File: config.mk
export PLATFORM = sky130hd
export DESIGN_NAME = result_drain_serializer_flat
export DESIGN_NICKNAME = d
export VERILOG_FILES = /design/src/rtl/result_drain_serializer_pkg.sv /design/src/rtl/result_drain_serializer_if.sv /design/src/rtl/result_drain_serializer_pingpong_buf.sv /design/src/rtl/result_drain_serializer.sv /design/src/flat_wrapper.sv
export SDC_FILE = /design/constraint.sdc
export NUM_CORES = 2
export LEC_CHECK = 0
export CELL_PAD_IN_SITES_DETAIL_PLACEMENT = 0
export CELL_PAD_IN_SITES_GLOBAL_PLACEMENT = 2
export CORE_UTILIZATION = 46
export CTS_BUF_LIST = sky130_fd_sc_hd__clkbuf_8
export CTS_CLUSTER_SIZE = 8
export DETAILED_ROUTE_END_ITERATION = 10
export PLACE_DENSITY_LB_ADDON = 0.3
export SLEW_MARGIN = 20
export SYNTH_ARGS = -nofsm -noshare
export SYNTH_HDL_FRONTEND = slang
export SYNTH_SLANG_ARGS = --single-unit
File: constraint.sdc
create_clock -name clk -period 103.2 [get_ports clk]
set_input_delay 20.64 -clock clk [delete_from_list [all_inputs] [get_ports clk]]
set_output_delay 20.64 -clock clk [all_outputs]
set_load 0.02 [all_outputs]
File: src/rtl/result_drain_serializer_pkg.sv
// Sizing and state encoding shared by the result drain serializer, its buffer and its bus.
package result_drain_serializer_pkg;
  localparam int PARTIAL_SUM_BW = 24;
  localparam int MATRIX_SIZE    = 32;
  localparam int BEAT_LANES     = 4;
  localparam int NUM_VECTORS    = 64;
  localparam int BEATS          = MATRIX_SIZE / BEAT_LANES;
  localparam int VEC_W          = PARTIAL_SUM_BW * MATRIX_SIZE;
  localparam int BEAT_W         = PARTIAL_SUM_BW * BEAT_LANES;
  localparam int BEAT_IDX_W     = $clog2(BEATS);
  localparam int VEC_IDX_W      = $clog2(NUM_VECTORS);

  typedef enum logic [1:0] {
    ST_IDLE  = 2'd0,
    ST_RUN   = 2'd1,
    ST_DRAIN = 2'd2,
    ST_DONE  = 2'd3
  } state_e;
endpackage

File: src/rtl/result_drain_serializer_if.sv
// Producer/consumer bus of the result drain serializer; slave is the serializer's view.
interface result_drain_serializer_if;
  import result_drain_serializer_pkg::*;

  logic                  start;
  logic                  in_valid;
  logic [VEC_W-1:0]      in_data;
  logic                  out_valid;
  logic                  out_ready;
  logic [BEAT_W-1:0]     out_data;
  logic [BEAT_IDX_W-1:0] out_beat_idx;
  logic [VEC_IDX_W-1:0]  out_vec_idx;
  logic                  out_last;
  logic                  busy;
  logic                  done;
  logic                  overflow;

  modport master (
    output start, in_valid, in_data, out_ready,
    input  out_valid, out_data, out_beat_idx, out_vec_idx, out_last, busy, done, overflow
  );

  modport slave (
    input  start, in_valid, in_data, out_ready,
    output out_valid, out_data, out_beat_idx, out_vec_idx, out_last, busy, done, overflow
  );
endinterface

File: src/rtl/result_drain_serializer_pingpong_buf.sv
// Two-entry ping-pong store for result vectors; the head entry is read while the other slot fills.
module result_pingpong_buf
  import result_drain_serializer_pkg::*;
(
  input  logic             clk,
  input  logic             rst,
  input  logic             flush_i,
  input  logic             push_i,
  input  logic             pop_i,
  input  logic [VEC_W-1:0] wdata_i,
  output logic [VEC_W-1:0] head_o,
  output logic             accept_o,
  output logic             empty_o
);
  logic [VEC_W-1:0] mem_q [2];
  logic             wptr_q, wptr_d;
  logic             rptr_q, rptr_d;
  logic [1:0]       occ_q, occ_d;
  logic             full, do_pop;

  assign full     = (occ_q == 2'd2);
  assign empty_o  = (occ_q == 2'd0);
  assign do_pop   = pop_i && !empty_o;
  // A full buffer still takes a vector when the head leaves in the same cycle.
  assign accept_o = push_i && (!full || do_pop);
  assign head_o   = mem_q[rptr_q];

  always_comb begin
    wptr_d = wptr_q;
    rptr_d = rptr_q;
    occ_d  = occ_q;
    if (flush_i) begin
      wptr_d = 1'b0;
      rptr_d = 1'b0;
      occ_d  = 2'd0;
    end else begin
      if (accept_o) wptr_d = ~wptr_q;
      if (do_pop)   rptr_d = ~rptr_q;
      case ({accept_o, do_pop})
        2'b10:   occ_d = occ_q + 2'd1;
        2'b01:   occ_d = occ_q - 2'd1;
        default: occ_d = occ_q;
      endcase
    end
  end

  always_ff @(posedge clk or posedge rst) begin
    if (rst) begin
      mem_q[0] <= '0;
      mem_q[1] <= '0;
      wptr_q   <= 1'b0;
      rptr_q   <= 1'b0;
      occ_q    <= 2'd0;
    end else begin
      wptr_q <= wptr_d;
      rptr_q <= rptr_d;
      occ_q  <= occ_d;
      if (accept_o && !flush_i) mem_q[wptr_q] <= wdata_i;
    end
  end
endmodule

File: src/rtl/result_drain_serializer.sv
// Buffers 768-bit result vectors and drains them as indexed narrow beats, counting one run.
//   state    | meaning
//   ST_IDLE  | waiting for start, input ignored
//   ST_RUN   | accepting vectors and emitting beats
//   ST_DRAIN | all vectors taken, emitting remaining beats
//   ST_DONE  | run complete, done high until next start
module result_drain_serializer
  import result_drain_serializer_pkg::*;
(
  input logic                      clk,
  input logic                      rst,
  result_drain_serializer_if.slave res_bus
);
  localparam logic [BEAT_IDX_W-1:0] LAST_BEAT = BEAT_IDX_W'(BEATS - 1);
  localparam logic [VEC_IDX_W-1:0]  LAST_VEC  = VEC_IDX_W'(NUM_VECTORS - 1);

  state_e                state_q, state_d;
  logic [BEAT_IDX_W-1:0] beat_q, beat_d;
  logic [VEC_IDX_W-1:0]  vec_q, vec_d;
  logic [VEC_IDX_W-1:0]  acc_q, acc_d;
  logic                  ovf_q, ovf_d;

  logic             active, out_valid, hs, last_hs, push, accept, empty;
  logic [VEC_W-1:0] head;

  assign active    = (state_q == ST_RUN) || (state_q == ST_DRAIN);
  assign out_valid = active && !empty;
  assign hs        = out_valid && res_bus.out_ready && !res_bus.start;
  assign last_hs   = hs && (beat_q == LAST_BEAT);
  assign push      = (state_q == ST_RUN) && res_bus.in_valid && !res_bus.start;

  result_pingpong_buf u_buf (
    .clk      (clk),
    .rst      (rst),
    .flush_i  (res_bus.start),
    .push_i   (push),
    .pop_i    (last_hs),
    .wdata_i  (res_bus.in_data),
    .head_o   (head),
    .accept_o (accept),
    .empty_o  (empty)
  );

  always_comb begin
    state_d = state_q;
    case (state_q)
      ST_IDLE:  state_d = ST_IDLE;
      ST_RUN:   if (accept && acc_q == LAST_VEC) state_d = ST_DRAIN;
      ST_DRAIN: if (last_hs && vec_q == LAST_VEC) state_d = ST_DONE;
      ST_DONE:  state_d = ST_DONE;
      default:  state_d = ST_IDLE;
    endcase
    if (res_bus.start) state_d = ST_RUN;
  end

  always_comb begin
    beat_d = beat_q;
    vec_d  = vec_q;
    acc_d  = acc_q;
    ovf_d  = ovf_q;
    if (res_bus.start) begin
      beat_d = '0;
      vec_d  = '0;
      acc_d  = '0;
      ovf_d  = 1'b0;
    end else begin
      if (hs)              beat_d = last_hs ? '0 : beat_q + 1'b1;
      if (last_hs)         vec_d  = vec_q + 1'b1;
      if (accept)          acc_d  = acc_q + 1'b1;
      if (push && !accept) ovf_d  = 1'b1;
    end
  end

  always_ff @(posedge clk or posedge rst) begin
    if (rst) begin
      state_q <= ST_IDLE;
      beat_q  <= '0;
      vec_q   <= '0;
      acc_q   <= '0;
      ovf_q   <= 1'b0;
    end else begin
      state_q <= state_d;
      beat_q  <= beat_d;
      vec_q   <= vec_d;
      acc_q   <= acc_d;
      ovf_q   <= ovf_d;
    end
  end

  // Beat select comes from registered pointer and counter, so it holds steady under stall.
  assign res_bus.out_valid    = out_valid;
  assign res_bus.out_data     = head[int'(beat_q)*BEAT_W +: BEAT_W];
  assign res_bus.out_beat_idx = beat_q;
  assign res_bus.out_vec_idx  = vec_q;
  assign res_bus.out_last     = out_valid && (beat_q == LAST_BEAT);
  assign res_bus.busy         = active;
  assign res_bus.done         = (state_q == ST_DONE);
  assign res_bus.overflow     = ovf_q;
endmodule

File: src/flat_wrapper.sv
// flat-port wrapper written by rule: the top's interface ports become plain ports
module result_drain_serializer_flat import result_drain_serializer_pkg::*;
  (clk, rst, res_bus_start, res_bus_in_valid, res_bus_in_data, res_bus_out_ready, res_bus_out_valid, res_bus_out_data, res_bus_out_beat_idx, res_bus_out_vec_idx, res_bus_out_last, res_bus_busy, res_bus_done, res_bus_overflow);
  result_drain_serializer_if res_bus_i ();
  input logic clk;
  input logic rst;
  input wire logic [$bits(res_bus_i.start)-1:0] res_bus_start;
  input wire logic [$bits(res_bus_i.in_valid)-1:0] res_bus_in_valid;
  input wire logic [$bits(res_bus_i.in_data)-1:0] res_bus_in_data;
  input wire logic [$bits(res_bus_i.out_ready)-1:0] res_bus_out_ready;
  output wire logic [$bits(res_bus_i.out_valid)-1:0] res_bus_out_valid;
  output wire logic [$bits(res_bus_i.out_data)-1:0] res_bus_out_data;
  output wire logic [$bits(res_bus_i.out_beat_idx)-1:0] res_bus_out_beat_idx;
  output wire logic [$bits(res_bus_i.out_vec_idx)-1:0] res_bus_out_vec_idx;
  output wire logic [$bits(res_bus_i.out_last)-1:0] res_bus_out_last;
  output wire logic [$bits(res_bus_i.busy)-1:0] res_bus_busy;
  output wire logic [$bits(res_bus_i.done)-1:0] res_bus_done;
  output wire logic [$bits(res_bus_i.overflow)-1:0] res_bus_overflow;
  assign res_bus_i.start = res_bus_start;
  assign res_bus_i.in_valid = res_bus_in_valid;
  assign res_bus_i.in_data = res_bus_in_data;
  assign res_bus_i.out_ready = res_bus_out_ready;
  assign res_bus_out_valid = res_bus_i.out_valid;
  assign res_bus_out_data = res_bus_i.out_data;
  assign res_bus_out_beat_idx = res_bus_i.out_beat_idx;
  assign res_bus_out_vec_idx = res_bus_i.out_vec_idx;
  assign res_bus_out_last = res_bus_i.out_last;
  assign res_bus_busy = res_bus_i.busy;
  assign res_bus_done = res_bus_i.done;
  assign res_bus_overflow = res_bus_i.overflow;
  result_drain_serializer u_core (.clk(clk), .rst(rst), .res_bus(res_bus_i));
endmodule
# Word level (Yosys, flattened, before mapping)
# Cells that the tools add are included.
# totals
register_bits,1558
input_bits,773
output_inout_bits,110
wordCells,89
# op_classes
n_addsub,5
n_mul,1
order_cmp,3
eq_ne,11
n_shift,1
muxes,25
n_bitwise,4
reduce_logical,29
# ops
operator,n
$mux W768,4
$bwmux W1536,1
$demux W768 S1,1
$shiftx A768 B32 Y96,1
$mux W6,4
$logic_and A1 B1 Y1,14
$add A6 B1 Y6 const B,2
$eq A6 B6 Y1 const B,2
$reduce_bool A2 Y1,5
$mux W3,3
$eq A2 B2 Y1 const B,4
$mux W2,4
$pmux W2 S4,1
$mux W1,6
$ne A3 B3 Y1 const B,2
$mul A3 B2 Y5 const B,1
$eq A2 B1 Y1 const B,2
$ge A2 B2 Y1 const B,2
$logic_not A1 Y1,4
$logic_not A2 Y1,2
$not A1 Y2,2
$pmux W2 S2,1
$add A3 B1 Y3 const B,1
$eq A3 B3 Y1 const B,1
7 further kinds,9

# Longest topological paths before layout
# logic_depth
word_depth,13
ltp_mapped,10
ltp_nobuf,6

# Modules after synthesis
# Synthesis repeated with hierarchy kept, for this count alone.
# unflattened
cells_unflattened,4561
area_unflattened_um2,74303.8
# modules_own_cells
mod,n_inst,cells_each,area_per_inst_um2,seq_area_each_um2
result_pingpong_buf,1,4124,67604.8,38537.0
result_drain_serializer,1,437,6698.9,450.4

# Worst setup path before layout
# OpenSTA, ideal clock, no wires.
# synth_timing
path_kind,register to output
start,reg u_core.beat_q[0] (netlist: u_core.res_bus.out_beat_idx[0])
end,out res_bus_out_data[37]
arrival_ps,2211
t_required_ps,82560
setup_slack_ps,80349
stages_incl_launch_ff,7
cell_sequence,dfrtp_1 buf_2 buf_6 buf_2 buf_1 mux4_2 mux4_2
# synth_via
elab_chain_len,2
# synth_rtl
item,line,rtl
start: declaration,result_drain_serializer.sv:18,"logic [BEAT_IDX_W-1:0] beat_q, beat_d;"
start signal: assignment,result_drain_serializer.sv:83,beat_q <= beat_d;
$mul A3 B2 Y5,result_drain_serializer.sv:92,assign res_bus.out_data = head[int'(beat_q)*BEAT_W +: BEAT_W];
$shiftx A768 B32 Y96,result_drain_serializer.sv:92,
end: declaration,flat_wrapper.sv:12,output wire logic [$bits(res_bus_i.out_data)-1:0] res_bus_out_data;
# Every way passes these cells.

# Worst setup path after layout
# layout_timing
start,in res_bus_start
end,reg u_core.u_buf.mem_q[1494] in the netlist's numbering
# layout_via
elab_chain_len,7
word_cells_on_any_way,8
# layout_rtl
item,line,rtl
start: declaration,flat_wrapper.sv:7,input wire logic [$bits(res_bus_i.start)-1:0] res_bus_start;
$logic_not A1 Y1 (*),"result_drain_serializer_pingpong_buf.sv:58, result_drain_serializer.sv:28, result_drain_serializer.sv:30",
$logic_and A1 B1 Y1,result_drain_serializer.sv:28,assign hs = out_valid && res_bus.out_ready && !res_bus.start;
$logic_and A1 B1 Y1,result_drain_serializer.sv:29,assign last_hs = hs && (beat_q == LAST_BEAT);
$logic_and A1 B1 Y1,result_drain_serializer_pingpong_buf.sv:23,assign do_pop = pop_i && !empty_o;
$logic_or A1 B1 Y1,result_drain_serializer_pingpong_buf.sv:25,assign accept_o = push_i && (!full || do_pop);
$logic_and A1 B1 Y1,result_drain_serializer_pingpong_buf.sv:25,
$logic_and A1 B1 Y1 (*),result_drain_serializer_pingpong_buf.sv:58,if (accept_o && !flush_i) mem_q[wptr_q] <= wdata_i;
end signal: indexed assignment,result_drain_serializer_pingpong_buf.sv:58,
end: declaration,result_drain_serializer_pingpong_buf.sv:15,logic [VEC_W-1:0] mem_q [2];
# Mark *: on every way between the ends. The rest lies on a longest branch, timed or not.
# A chain may end at the register's enable or synchronous reset.

==> metrics.txt <==
status=finished, final reports clean; Core Footprint=0.154 mm2; final hold viol count=0; commonest non-fill, non-tap cell in the layout=dfrtp_1; vias per inst=5.55; most used routing layer=met2; gpl congestion=0.806; Hold WS=0.483 ns; routing usage on met1=31.9%; Syn Nets=4,740; Worst slew margin=28.4%; worst vdd ir=0.0145 mV; grt ovf=0; leakage=36.6 nW; IO Count=883; Required @ worst endpoint=104.04 ns; Max-Cap Viols=0; r2r worst-path depth=10; hpwl dp=126,000 um; Hold Startpoint=u_core.u_buf.mem_q[695]; Yosys top cell by area=dfrtp_1; die width=396 um; met2 Track Usage GR=37.3%; Wirelength per Cell=26.1 um; Worst-path clk slew=0.06 ns; post-route ant nets=0; clk sinks=1,558; class of the most critical setup path=in2reg; Setup Skew=0.0627 ns; total track usage=24.1%; unrepaired setup endpoints after global routing=false; Post-CTS Setup Inserts=0; cts repair resizes=0; Final period util=25.1%; port bufs=882; Slew @ Worst Pin=1.07 ns; initial antenna violation count=121; Critical Path AT=26.77 ns; fin crit period=25.93 ns; area fraction of the dominant cell type after synthesis=54.6%; post-synth cell types=41; Placed Area=0.0817 mm2; Post-synth EDFFs=0; DRC=0; Final nets=5,684; Util after Layout=56.5%; top cells by area, synth=dfrtp_1 55%, mux4_2 15%, mux2_4 11%; # rows=144; Syn. warnings=0; Min-Delay Path Class=reg2reg; hold depth=1; global-route wire length before repair=283,000 um; ys flop type=dfrtp_1; Die Area=0.157 mm2; Setup Viol. Count Final=0; reg-to-reg critical path startpoint=u_core.res_bus.out_beat_idx[1]; largest net degree at the start of global routing=170; Post-Syn Area=0.0714 mm2; met3 Usage GRT=7.55%; TritonRoute pass-1 iters=5; crit start category=input pin; most frequent cells in the layout=1,554 x dfrtp_1, 882 x clkdlybuf4s50_1, 620 x mux2_2; 1st-iter DRT viols=1,989; syn avg cell area=18.0 um2; setup TNS=0 ns; crit end category=flip-flop; cts bufs inserted=287; Die Ht=396 um; vias in the first global route=43,482; CP Max Fanout=129; Max Freq=0.0386 GHz; number of H-tree levels=5; worst-case clock buffer depth=4; Root Driver=clkbuf_8; Hold-fix buffers, CTS=0; Total Wirelength=187,000 um; ys async rst share=100%; Reg2Reg Capture Point=u_core.u_buf.mem_q[1494]; R2R Setup Slk=96.64 ns; Synth Register Bits=1,558; Area Growth Syn to Fin=22.0%; Design Area, Final=0.0871 mm2; layout cells sized above 1=39.9%; Slew Viols, Final=0; post-synthesis instance total=3,959; CTS tree=built; Power per Cell Area=27.3 mW/mm2; DR vias=39,829; fill count=12,133; Initial Util=46.3%; Seq/Total Area, Yosys=54.6%; Worst Hold End=u_core.u_buf.mem_q[695]; worst-skew pair later-pin latency=0.92 ns
==> layout make-up <==
type                       instances  area (um2)  area share, %
clock inverter                   129         543          0.624
antenna                           42         105          0.121
multi-input combinational       2112       30700           35.2
tap                             2044        2560           2.94
inverter                           6        30.0         0.0345
clock buffer                     344        4730           5.44
timing repair buffer             938        9400           10.8
sequential                      1558       39000           44.8
==> worst max path at each step <==
stage	to	from
final	u_core.u_buf.mem_q[1494]	res_bus_start
after global routing	u_core.u_buf.mem_q[1502]	res_bus_start
after CTS	res_bus_out_data[68]	u_core.res_bus.out_beat_idx[0]
after detailed placement	u_core.u_buf.mem_q[1403]	res_bus_start
after global placement	u_core.u_buf.mem_q[1301]	res_bus_start
after floorplan	u_core.acc_q[0]	rst
==> worst max-delay path: stages <==
cell             delay [ns]
clkdlybuf4s50_1        0.88
nand4b_4               0.49
a21oi_2                0.36
nor2b_4                0.54
buf_4                  0.73
buf_12                 0.72
buf_4                  0.74
buf_4                  0.88
mux2_2                 0.42
==> where the power goes <==
group | switching (mW) | leakage, nW | internal [mW]
clock | 0.251 | 3.13 | 0.301
combinational | 0.253 | 14.7 | 0.502
sequential | 0.154 | 18.8 | 0.912
==> kinds of logic (layout without fill, tap and decap cells) <==
group | after synthesis | count (layout) | share of synthesized area, %
xor gates and xnor gates | 9 | 9 | 0.110
buffers and inverters | 289 | 1417 | 2.43
DFF | 1558 | 1558 | 54.6
AOI/OAI and AO/OA | 22 | 22 | 0.219
and+or+nand+nor | 53 | 53 | 0.421
adders and majority gates | 8 | 8 | 0.140
muxes | 2020 | 2020 | 42.1
other | 0 | 42 | 0
==> sequential cells by signal (all words and copies together), names as in the netlist <==
| register | count |
|---|---|
| u_core.u_buf.wptr_q | 1 |
| u_core.res_bus.out_beat_idx | 3 |
| u_core.u_buf.mem_q | 1536 |
| u_core.u_buf.occ_q | 2 |
| u_core.res_bus.out_vec_idx | 6 |
| u_core.u_buf.rptr_q | 1 |
| u_core.state_q | 2 |
| u_core.acc_q | 6 |
| u_core.res_bus.overflow | 1 |
==> synth_stat cells (3+ instances only) <==
library cell	count
dfrtp_1	1558
mux2_2	620
mux2_4	500
mux4_2	480
mux2_1	417
buf_2	167
buf_6	58
clkbuf_1	36
buf_1	21
nor2_1	17
nand2_1	9
ha_1	8
xnor2_1	8
a211oi_1	6
inv_1	6
nand3_1	5
nor3_1	5
nand2b_1	4
a21oi_1	3
mux2i_1	3
o21a_1	3
==> through the flow <==
stage          worst slack [ns]  cells  total power [mW]
6_report                  77.27   7173              2.37
5_1_grt                   76.96   7162              2.51
4_1_cts                   77.11   7131              2.40
3_5_place_dp              76.26   6658              1.83
3_3_place_gp              75.78   6657              1.80
2_1_floorplan             38.60   3959              1.62
==> routing by layer <==
metal / up-vias / part of all wire (%)
met4: 114 / 3.3
met3: 470 / 6.9
met5: - / 0.38
met2: 1072 / 47
li1: 16946 / -
met1: 21227 / 42
Power figures use the tool's default switching activity.
